$ cat src/rtl/mc_ctrl.sv
// Multi-cycle main controller for a MIPS subset datapath: sequences fetch, decode, execute,
// memory and writeback states and drives the datapath enables, selects and ALU op.
module mc_ctrl (
  input  logic        clk,
  input  logic        reset_n,
  input  logic [31:0] instr,
  input  logic        zero,
  input  logic        mem_rdy,
  output logic        pc_we,
  output logic [1:0]  pc_src,
  output logic        ir_we,
  output logic [2:0]  alu_op,
  output logic        alu_src_a,
  output logic [1:0]  alu_src_b,
  output logic        ext_op,
  output logic        reg_we,
  output logic [1:0]  reg_dst,
  output logic [1:0]  mem_to_reg,
  output logic        mem_re,
  output logic        mem_we,
  output logic        instr_done,
  output logic        illegal,
  output logic [31:0] icount,
  output logic [3:0]  state
);

  typedef enum logic [3:0] {
    StFetch   = 4'd0,
    StDecode  = 4'd1,
    StExecR   = 4'd2,
    StExecI   = 4'd3,
    StMemAddr = 4'd4,
    StMemRd   = 4'd5,
    StMemWr   = 4'd6,
    StWbAlu   = 4'd7,
    StWbMem   = 4'd8,
    StBranch  = 4'd9,
    StJump    = 4'd10
  } state_e;

  state_e      state_q, state_d;
  logic [31:0] icount_q, icount_d;

  logic [5:0] op, funct;
  logic       is_r, is_addu, is_subu, is_jr, is_ori, is_lui, is_lw, is_sw, is_beq, is_j, is_jal;
  logic       unused_instr;

  assign op           = instr[31:26];
  assign funct        = instr[5:0];
  assign unused_instr = ^instr[25:6];

  assign is_r    = (op == 6'b000000);
  assign is_addu = is_r && (funct == 6'b100001);
  assign is_subu = is_r && (funct == 6'b100011);
  assign is_jr   = is_r && (funct == 6'b001000);
  assign is_ori  = (op == 6'b001101);
  assign is_lui  = (op == 6'b001111);
  assign is_lw   = (op == 6'b100011);
  assign is_sw   = (op == 6'b101011);
  assign is_beq  = (op == 6'b000100);
  assign is_j    = (op == 6'b000010);
  assign is_jal  = (op == 6'b000011);

  always_comb begin
    state_d    = StFetch;
    pc_we      = 1'b0;
    pc_src     = 2'b00;
    ir_we      = 1'b0;
    alu_op     = 3'b000;
    alu_src_a  = 1'b0;
    alu_src_b  = 2'b00;
    ext_op     = 1'b0;
    reg_we     = 1'b0;
    reg_dst    = 2'b00;
    mem_to_reg = 2'b00;
    mem_re     = 1'b0;
    mem_we     = 1'b0;
    instr_done = 1'b0;
    illegal    = 1'b0;

    case (state_q)
      StFetch: begin
        ir_we     = 1'b1;
        pc_we     = 1'b1;
        alu_src_b = 2'b01;
        state_d   = StDecode;
      end
      StDecode: begin
        // Speculatively form the branch target into ALUOut.
        alu_src_b = 2'b11;
        if (is_addu || is_subu)           state_d = StExecR;
        else if (is_ori || is_lui)        state_d = StExecI;
        else if (is_lw || is_sw)          state_d = StMemAddr;
        else if (is_beq)                  state_d = StBranch;
        else if (is_j || is_jal || is_jr) state_d = StJump;
        else begin
          state_d    = StFetch;
          illegal    = 1'b1;
          instr_done = 1'b1;
        end
      end
      StExecR: begin
        alu_src_a = 1'b1;
        alu_src_b = 2'b00;
        alu_op    = is_subu ? 3'b001 : 3'b000;
        state_d   = StWbAlu;
      end
      StExecI: begin
        alu_src_a = 1'b1;
        alu_src_b = 2'b10;
        alu_op    = is_lui ? 3'b011 : 3'b010;
        state_d   = StWbAlu;
      end
      StWbAlu: begin
        reg_we     = 1'b1;
        reg_dst    = is_r ? 2'b01 : 2'b00;
        instr_done = 1'b1;
        state_d    = StFetch;
      end
      StMemAddr: begin
        alu_src_a = 1'b1;
        alu_src_b = 2'b10;
        ext_op    = 1'b1;
        state_d   = is_lw ? StMemRd : StMemWr;
      end
      StMemRd: begin
        mem_re  = 1'b1;
        state_d = mem_rdy ? StWbMem : StMemRd;
      end
      StWbMem: begin
        reg_we     = 1'b1;
        mem_to_reg = 2'b01;
        instr_done = 1'b1;
        state_d    = StFetch;
      end
      StMemWr: begin
        mem_we     = 1'b1;
        instr_done = mem_rdy;
        state_d    = mem_rdy ? StFetch : StMemWr;
      end
      StBranch: begin
        alu_src_a  = 1'b1;
        alu_op     = 3'b001;
        pc_we      = zero;
        pc_src     = 2'b01;
        instr_done = 1'b1;
        state_d    = StFetch;
      end
      StJump: begin
        pc_we      = 1'b1;
        pc_src     = is_jr ? 2'b11 : 2'b10;
        instr_done = 1'b1;
        if (is_jal) begin
          reg_we     = 1'b1;
          reg_dst    = 2'b10;
          mem_to_reg = 2'b10;
        end
        state_d = StFetch;
      end
      default: state_d = StFetch;
    endcase

    // No side effects may escape while reset is held.
    if (!reset_n) begin
      pc_we      = 1'b0;
      ir_we      = 1'b0;
      reg_we     = 1'b0;
      mem_re     = 1'b0;
      mem_we     = 1'b0;
      instr_done = 1'b0;
      illegal    = 1'b0;
    end

    icount_d = instr_done ? icount_q + 32'd1 : icount_q;
  end

  always_ff @(posedge clk) begin
    if (!reset_n) begin
      state_q  <= StFetch;
      icount_q <= '0;
    end else begin
      state_q  <= state_d;
      icount_q <= icount_d;
    end
  end

  assign icount = icount_q;
  assign state  = state_q;

endmodule

$ cat config.mk
export PLATFORM = sky130hd
export DESIGN_NAME = mc_ctrl
export DESIGN_NICKNAME = d
export VERILOG_FILES = /design/src/rtl/mc_ctrl.sv
export SDC_FILE = /design/constraint.sdc
export NUM_CORES = 1
export LEC_CHECK = 0
export ABC_AREA = 0
export ABC_CLOCK_PERIOD_IN_PS = 3080
export CORE_MARGIN = 2
export CORE_UTILIZATION = 44
export CTS_CLUSTER_DIAMETER = 40
export CTS_CLUSTER_SIZE = 20
export DETAILED_ROUTE_END_ITERATION = 6
export PLACE_DENSITY = 0.82
export SETUP_SLACK_MARGIN = 0.4
export SYNTH_ARGS = -nofsm -noshare
export SYNTH_HDL_FRONTEND = slang
export SYNTH_SLANG_ARGS = --single-unit
$ cat constraint.sdc
create_clock -name clk -period 3.08 [get_ports clk]
set_clock_uncertainty 0.15 [all_clocks]
set_input_delay 0.616 -clock clk [delete_from_list [all_inputs] [get_ports clk]]
set_output_delay 0.616 -clock clk [all_outputs]
set_load 0.02 [all_outputs]
==> metrics.yaml, run 1 <==
outcome:
  run_status: "finished clean"
synthesis:
  synth_edf_count: 0
  netlist_top_cells_area: "dfxtp_1 31%, a21oi_1 8.5%, o31ai_1 4.6%"
  synth_area_mm2: 0.00229
  ys_seq_area_share_pct: 31.4
  avgSynthCellArea_um2: 7.59
  yosysTopAreaCell: "dfxtp_1"
  synth-async-reset-ratio_pct: 0
  synth-seq-cells: 36
  netlist_instances: 302
  synthTopCellsByCount: "39 x a21oi_1, 36 x dfxtp_1, 19 x nor2_1"
  synth_top_area_share_pct: 31.4
  syn_nets: 339
  synthFlopType: "dfxtp_1"
  yosysWarnings: 0
  yosysMostFrequentCell: "a21oi_1"
  synth_cell_types: 47
grt:
  antenna_found_initial: 0
  grt.busiest_layer: "met2"
  grt_first_pass_wirelength_mm: 11.1
  grt_max_degree: 63
  gr-total-overflow: 0
  grt_use_met1_pct: 27.5
  grt_pass1_vias: 2410
  grt_use_total_pct: 22.9
  grt_use_met3_pct: 5.92
  met2_usage_pct: 38.4
final_layout:
  final_cells: 452
  num_antenna_cells: 0
  drive_gt1_share_pct: 21.7
  syn_to_final_growth_pct: 47.7
  final_nets: 418
detailed_routing:
  dr.pass1.iters: 5
  postRouteAntennaNets: 0
  wl_mm: 7.33
  routed_via_density: 6.30
  drc: 0
  num_vias: 2848
  drtIter0Drc: 209
  wire_per_inst_um: 16.2
clock_tree:
  h-tree-depth: 2
  clockBufferDepth: 2
  clock-root-buffer: "clkbuf_8"
  cts_buffers: 5
  clk_pin_slew_ns: 0.08
  cts.sinks: 36
  cts_tree: "yes"
  cts_hold_buf: 0
  clkLatencyLatePin_ns: 0.30
pwr:
  max-vdd-ir-drop_v: 0.000201
  p_seq_share_pct: 40.5
  cellLeakagePower_nw: 1.27
  power_switching_mw: 0.390
  comb_power_share_pct: 29.9
  p_int_mw: 0.813
  sw_frac_of_total_pct: 32.4
  total_power_mw: 1.20
  clockPowerShare_pct: 29.7
  powerDensity_mw_per_mm2: 355
worst_setup_path:
  critical_path_class: "primary input to output pin"
  worstPathRequired_ns: 2.31
  start_kind: "primary input"
  worst-path-max-fanout: 3
  critPathArrivalTime_ns: 2.02
  end_kind: "output pin"
  r2r_setup_slack_ns: 0.51
  r2r_end: "icount[24]"
  r2r_start: "state[1]"
  r2r_cells: 8
placed_design:
  gp_congestion: 0.881
  portBuffers: 70
  dpl.cell_count: 437
  hpwl_mm: 4.65
floorplanning:
  die_w_um: 76.2
  start_util_pct: 45.2
  chipHeight_um: 76.2
  num_rows: 26
  core_area_mm2: 0.00507
  boundaryPins: 92
  die_area_mm2: 0.00581
sta:
  period_minus_slack_ns: 2.78
  rsz0062_at_grt: "true"
  post-route-period-util_pct: 90.4
  max_slew_margin_pct: 60.6
  drv_slew: 0
  holdWs_ns: 0.356
  max_freq_ghz: 0.359
  tightest_slew_ns: 0.590
  hold_viol: 0
  setup_viol: 0
min_path:
  hold_path_end: "icount[18]"
  hp-class: "register to register"
  hold_depth: 2
  min_from: "icount[18]"
run:
  drv_cap: 0
## metrics by stage
| step | util (%) | cell area [µm²] | TNS (ns) | setup WS [ns] |
|---|---|---|---|---|
| floorplan | - | 2310 | 0 | 0.219 |
| global placement | 61.5 | 3120 | -5.11 | -0.463 |
| CTS | 63.3 | 3210 | 0 | 0.238 |
| detailed placement | 61.5 | 3120 | -6.46 | -0.467 |
| global route | 66.7 | 3390 | 0 | 0.269 |
| finish | 66.7 | 3390 | 0 | 0.296 |
## how the worst max path moves through the flow
stage / from / to / slack, ns
finish: instr[5] / instr_done / 0.30
global route: instr[5] / instr_done / 0.27
CTS: instr[5] / instr_done / 0.24
detailed placement: instr[1] / instr_done / -0.47
global placement: instr[28] / illegal / -0.46
floorplan: instr[1] / instr_done / 0.22
## sequential cells by signal, indices dropped and copies added, names as in the netlist
signal / cells
state: 4
icount: 32
## timing repair
item	CTS	global route
pin swaps	9	26
gates cloned	0	2
setup buffers	2	3
gates resized for setup	83	35
setup endpoints to repair	46	42
## layout by cell type (no fill, tap or decap), types with 3 or more instances in the layout
cell type and count:
or4_4 3, and3_1 15, nand4_1 10, nor2b_1 3, nand2_1 15, or4_1 11, and4_1 4, buf_2 9
o21ai_0 16, dfxtp_1 35, mux2i_1 3, nor2_1 16, nand3_1 15, dlygate4sd2_1 7, buf_4 23, a21oi_2 7
o31ai_1 14, inv_1 3, a21oi_1 32, clkdlybuf4s50_1 42, buf_6 9, dlymetal6s2s_1 3, nor3_1 10, nand2b_1 3
or3_1 13, clkbuf_8 6, and2_1 3
## power groups by stage
stage	registers [mW]	logic, mW	clock network (mW)
4_1_cts	0.487	0.298	0.360
6_report	0.487	0.359	0.357
3_3_place_gp	0.496	0.292	0
2_1_floorplan	0.506	0.182	0
5_1_grt	0.489	0.383	0.385
3_5_place_dp	0.498	0.296	0
## kinds of logic after synthesis
family	share of synthesized area (%)
other	0.164
DFF	31.4
buffers and inverters	7.09
adders and majority gates	0.545
muxes	1.31
and+or+nand+nor	35.8
AOI/OAI and AO/OA	23.2
xor gates and xnor gates	0.382
## worst max-delay path, stage by stage
cell and delay [ns]:
buf_6 0.09, or4b_4 0.53, nor3_4 0.16, o311a_1 0.24, o211a_4 0.21, nor2_4 0.03, buf_6 0.13
## final cells by class
| type | instances | area (µm²) |
|---|---|---|
| clock buffer | 6 | 82.6 |
| inverter | 4 | 15.0 |
| tap | 70 | 87.6 |
| fill | 444 | 1690 |
| sequential | 36 | 722 |
| timing repair buffer | 100 | 947 |
| clock inverter | 2 | 10.0 |
| multi-input combinational | 234 | 1520 |
## routing by layer
metal / wire length, µm / up-vias
met2: 3670 / 170
met5: 0 / -
met1: 2900 / 1355
met3: 582 / 18
met4: 174 / 0
li1: - / 1305
Power figures use the tool's default switching activity.
==> run 2: changes to the inputs <==
--- a/config.mk
+++ b/config.mk
@@ -13,6 +13,7 @@
 export CTS_CLUSTER_SIZE = 20
 export DETAILED_ROUTE_END_ITERATION = 6
 export PLACE_DENSITY = 0.82
+export REMOVE_ABC_BUFFERS = 1
 export SETUP_SLACK_MARGIN = 0.4
 export SYNTH_ARGS = -nofsm -noshare
 export SYNTH_HDL_FRONTEND = slang
==> metrics.yaml, run 2 (same netlist as run 1, synthesis figures left out) <==
worst_setup_path:
  start_kind: "primary input"
  slowest_delay_ns: 0.52
  critical_path_class: "primary input to output pin"
  worstPathRequired_ns: 2.31
  critPathArrivalTime_ns: 2.00
  r2r_start: "icount[3]"
  cpMaxStageDelayCell: "or4b_4"
  cpMostUsedCell: "buf_6"
  end_kind: "output pin"
  crit_start: "instr[0]"
  path_cells: "buf_6 -> or4b_4 -> nor3_2 -> buf_4 -> o311a_4 -> o211a_4 -> nor2_4 -> buf_6"
  worst-path-max-fanout: 3
final_layout:
  final_nets: 418
  nFillCells: 466
  final_common_cell: "clkdlybuf4s50_1"
  utilization_pct: 65.2
  largest_reg_flops: 32
  syn_to_final_growth_pct: 44.2
  final_cells: 452
  stdcell_area_mm2: 0.00331
  num_antenna_cells: 0
  final_cell_mix: "42 x clkdlybuf4s50_1, 39 x a21oi_1, 36 x dfxtp_1"
  drive_gt1_share_pct: 18.1
grt:
  grt_use_total_pct: 22.9
  grt_first_pass_wirelength_mm: 11.1
  grt_pass1_vias: 2400
  gr-total-overflow: 0
  antenna_found_initial: 0
  grt_max_degree: 63
sta:
  max_freq_ghz: 0.361
  post-route-period-util_pct: 89.8
  tightest_slew_ns: 0.572
  hold_viol: 0
  worst_slack_ns: 0.313
  max_slew_margin_pct: 61.7
  setup_viol: 0
  rsz0062_at_grt: "true"
  period_minus_slack_ns: 2.77
  drv_slew: 0
min_path:
  hp-class: "register to register"
  min_from: "icount[31]"
clock_tree:
  clk_pin_slew_ns: 0.08
  clkLatencyLatePin_ns: 0.30
  clockBufferDepth: 2
  cts.sinks: 36
  h-tree-depth: 2
  clock-root-buffer: "clkbuf_8"
  cts_hold_buf: 0
  cts_buffers: 5
  cts_tree: "yes"
placed_design:
  dp_slack_ns: -0.505
  postPlaceCellArea_mm2: 0.00312
  gp_congestion: 0.838
  portBuffers: 70
  dpl.cell_count: 439
  hpwl_mm: 4.66
detailed_routing:
  num_vias: 2664
  drc: 0
  wire_per_inst_um: 14.8
  dr.pass1.iters: 4
  wl_mm: 6.70
  postRouteAntennaNets: 0
  routed_via_density: 5.89
  drtIter0Drc: 175
floorplanning:
  start_util_pct: 45.2
  core_area_mm2: 0.00507
  boundaryPins: 92
  die_area_mm2: 0.00581
  num_rows: 26
  die_w_um: 76.2
  chipHeight_um: 76.2
pwr:
  cellLeakagePower_nw: 1.25
  max-vdd-ir-drop_v: 0.000260
  total_power_mw: 1.21
  powerDensity_mw_per_mm2: 365
outcome:
  run_status: "finished clean"
run:
  drv_cap: 0
==> run 2: path summary, 6_finish.rpt <==
kind / to / slack, ns / cells after the start
max: instr_done / 0.31 / 8
min: icount[31] / 0.34 / 2
max reg2reg: icount[23] / 0.56 / 5
min reg2reg: icount[31] / 0.34 / 2
==> run 2: per-stage QoR <==
stage	hold WS (ns)	setup TNS, ns
2_1_floorplan	0.401	0
4_1_cts	0.345	0
5_1_grt	0.373	0
3_5_place_dp	0.334	-6.54
3_3_place_gp	0.310	-4.83
6_report	0.342	0
==> run 2: what timing repair did <==
action,in CTS,in global routing
buffers inserted,3,2
gates resized for setup,83,19
endpoints found under the setup margin,45,38
pin swaps,15,13
==> run 2: final cells by class <==
| type | instances | area (µm²) | share of cell area [%] |
|---|---|---|---|
| Tap cell | 70 | 87.6 | 2.65 |
| Sequential cell | 36 | 721 | 21.8 |
| Clock buffer | 6 | 72.6 | 2.19 |
| Clock inverter | 2 | 35.0 | 1.06 |
| Multi-Input combinational cell | 234 | 1480 | 44.6 |
| Timing Repair Buffer | 100 | 898 | 27.2 |
| Inverter | 4 | 16.3 | 0.492 |
==> run 2: where the power goes <==
part | total [mW] | switching [mW] | internal, mW | leakage [nW]
sequential | 0.484 | 0.00957 | 0.475 | 0.291
combinational | 0.305 | 0.179 | 0.125 | 0.900
clock | 0.419 | 0.179 | 0.240 | 0.0552
total | 1.21 | 0.367 | 0.840 | 1.25
==> run 2: worst max-delay path, delay by kind of cell <==
kind / cells / cell delay, ns
simple gates: 3 / 0.66
compound gates: 2 / 0.36
buf+inv: 3 / 0.35
==> run 2: routing by layer <==
| metal | vias up | track usage (%) | wire length [µm] |
|---|---|---|---|
| met3 | 6 | 3.67 | 281 |
| li1 | 1315 | - | - |
| met4 | 0 | 8.55 | 84 |
| met1 | 1263 | 27.3 | 2880 |
| met2 | 80 | 41.3 | 3460 |
| met5 | - | 0 | 0 |
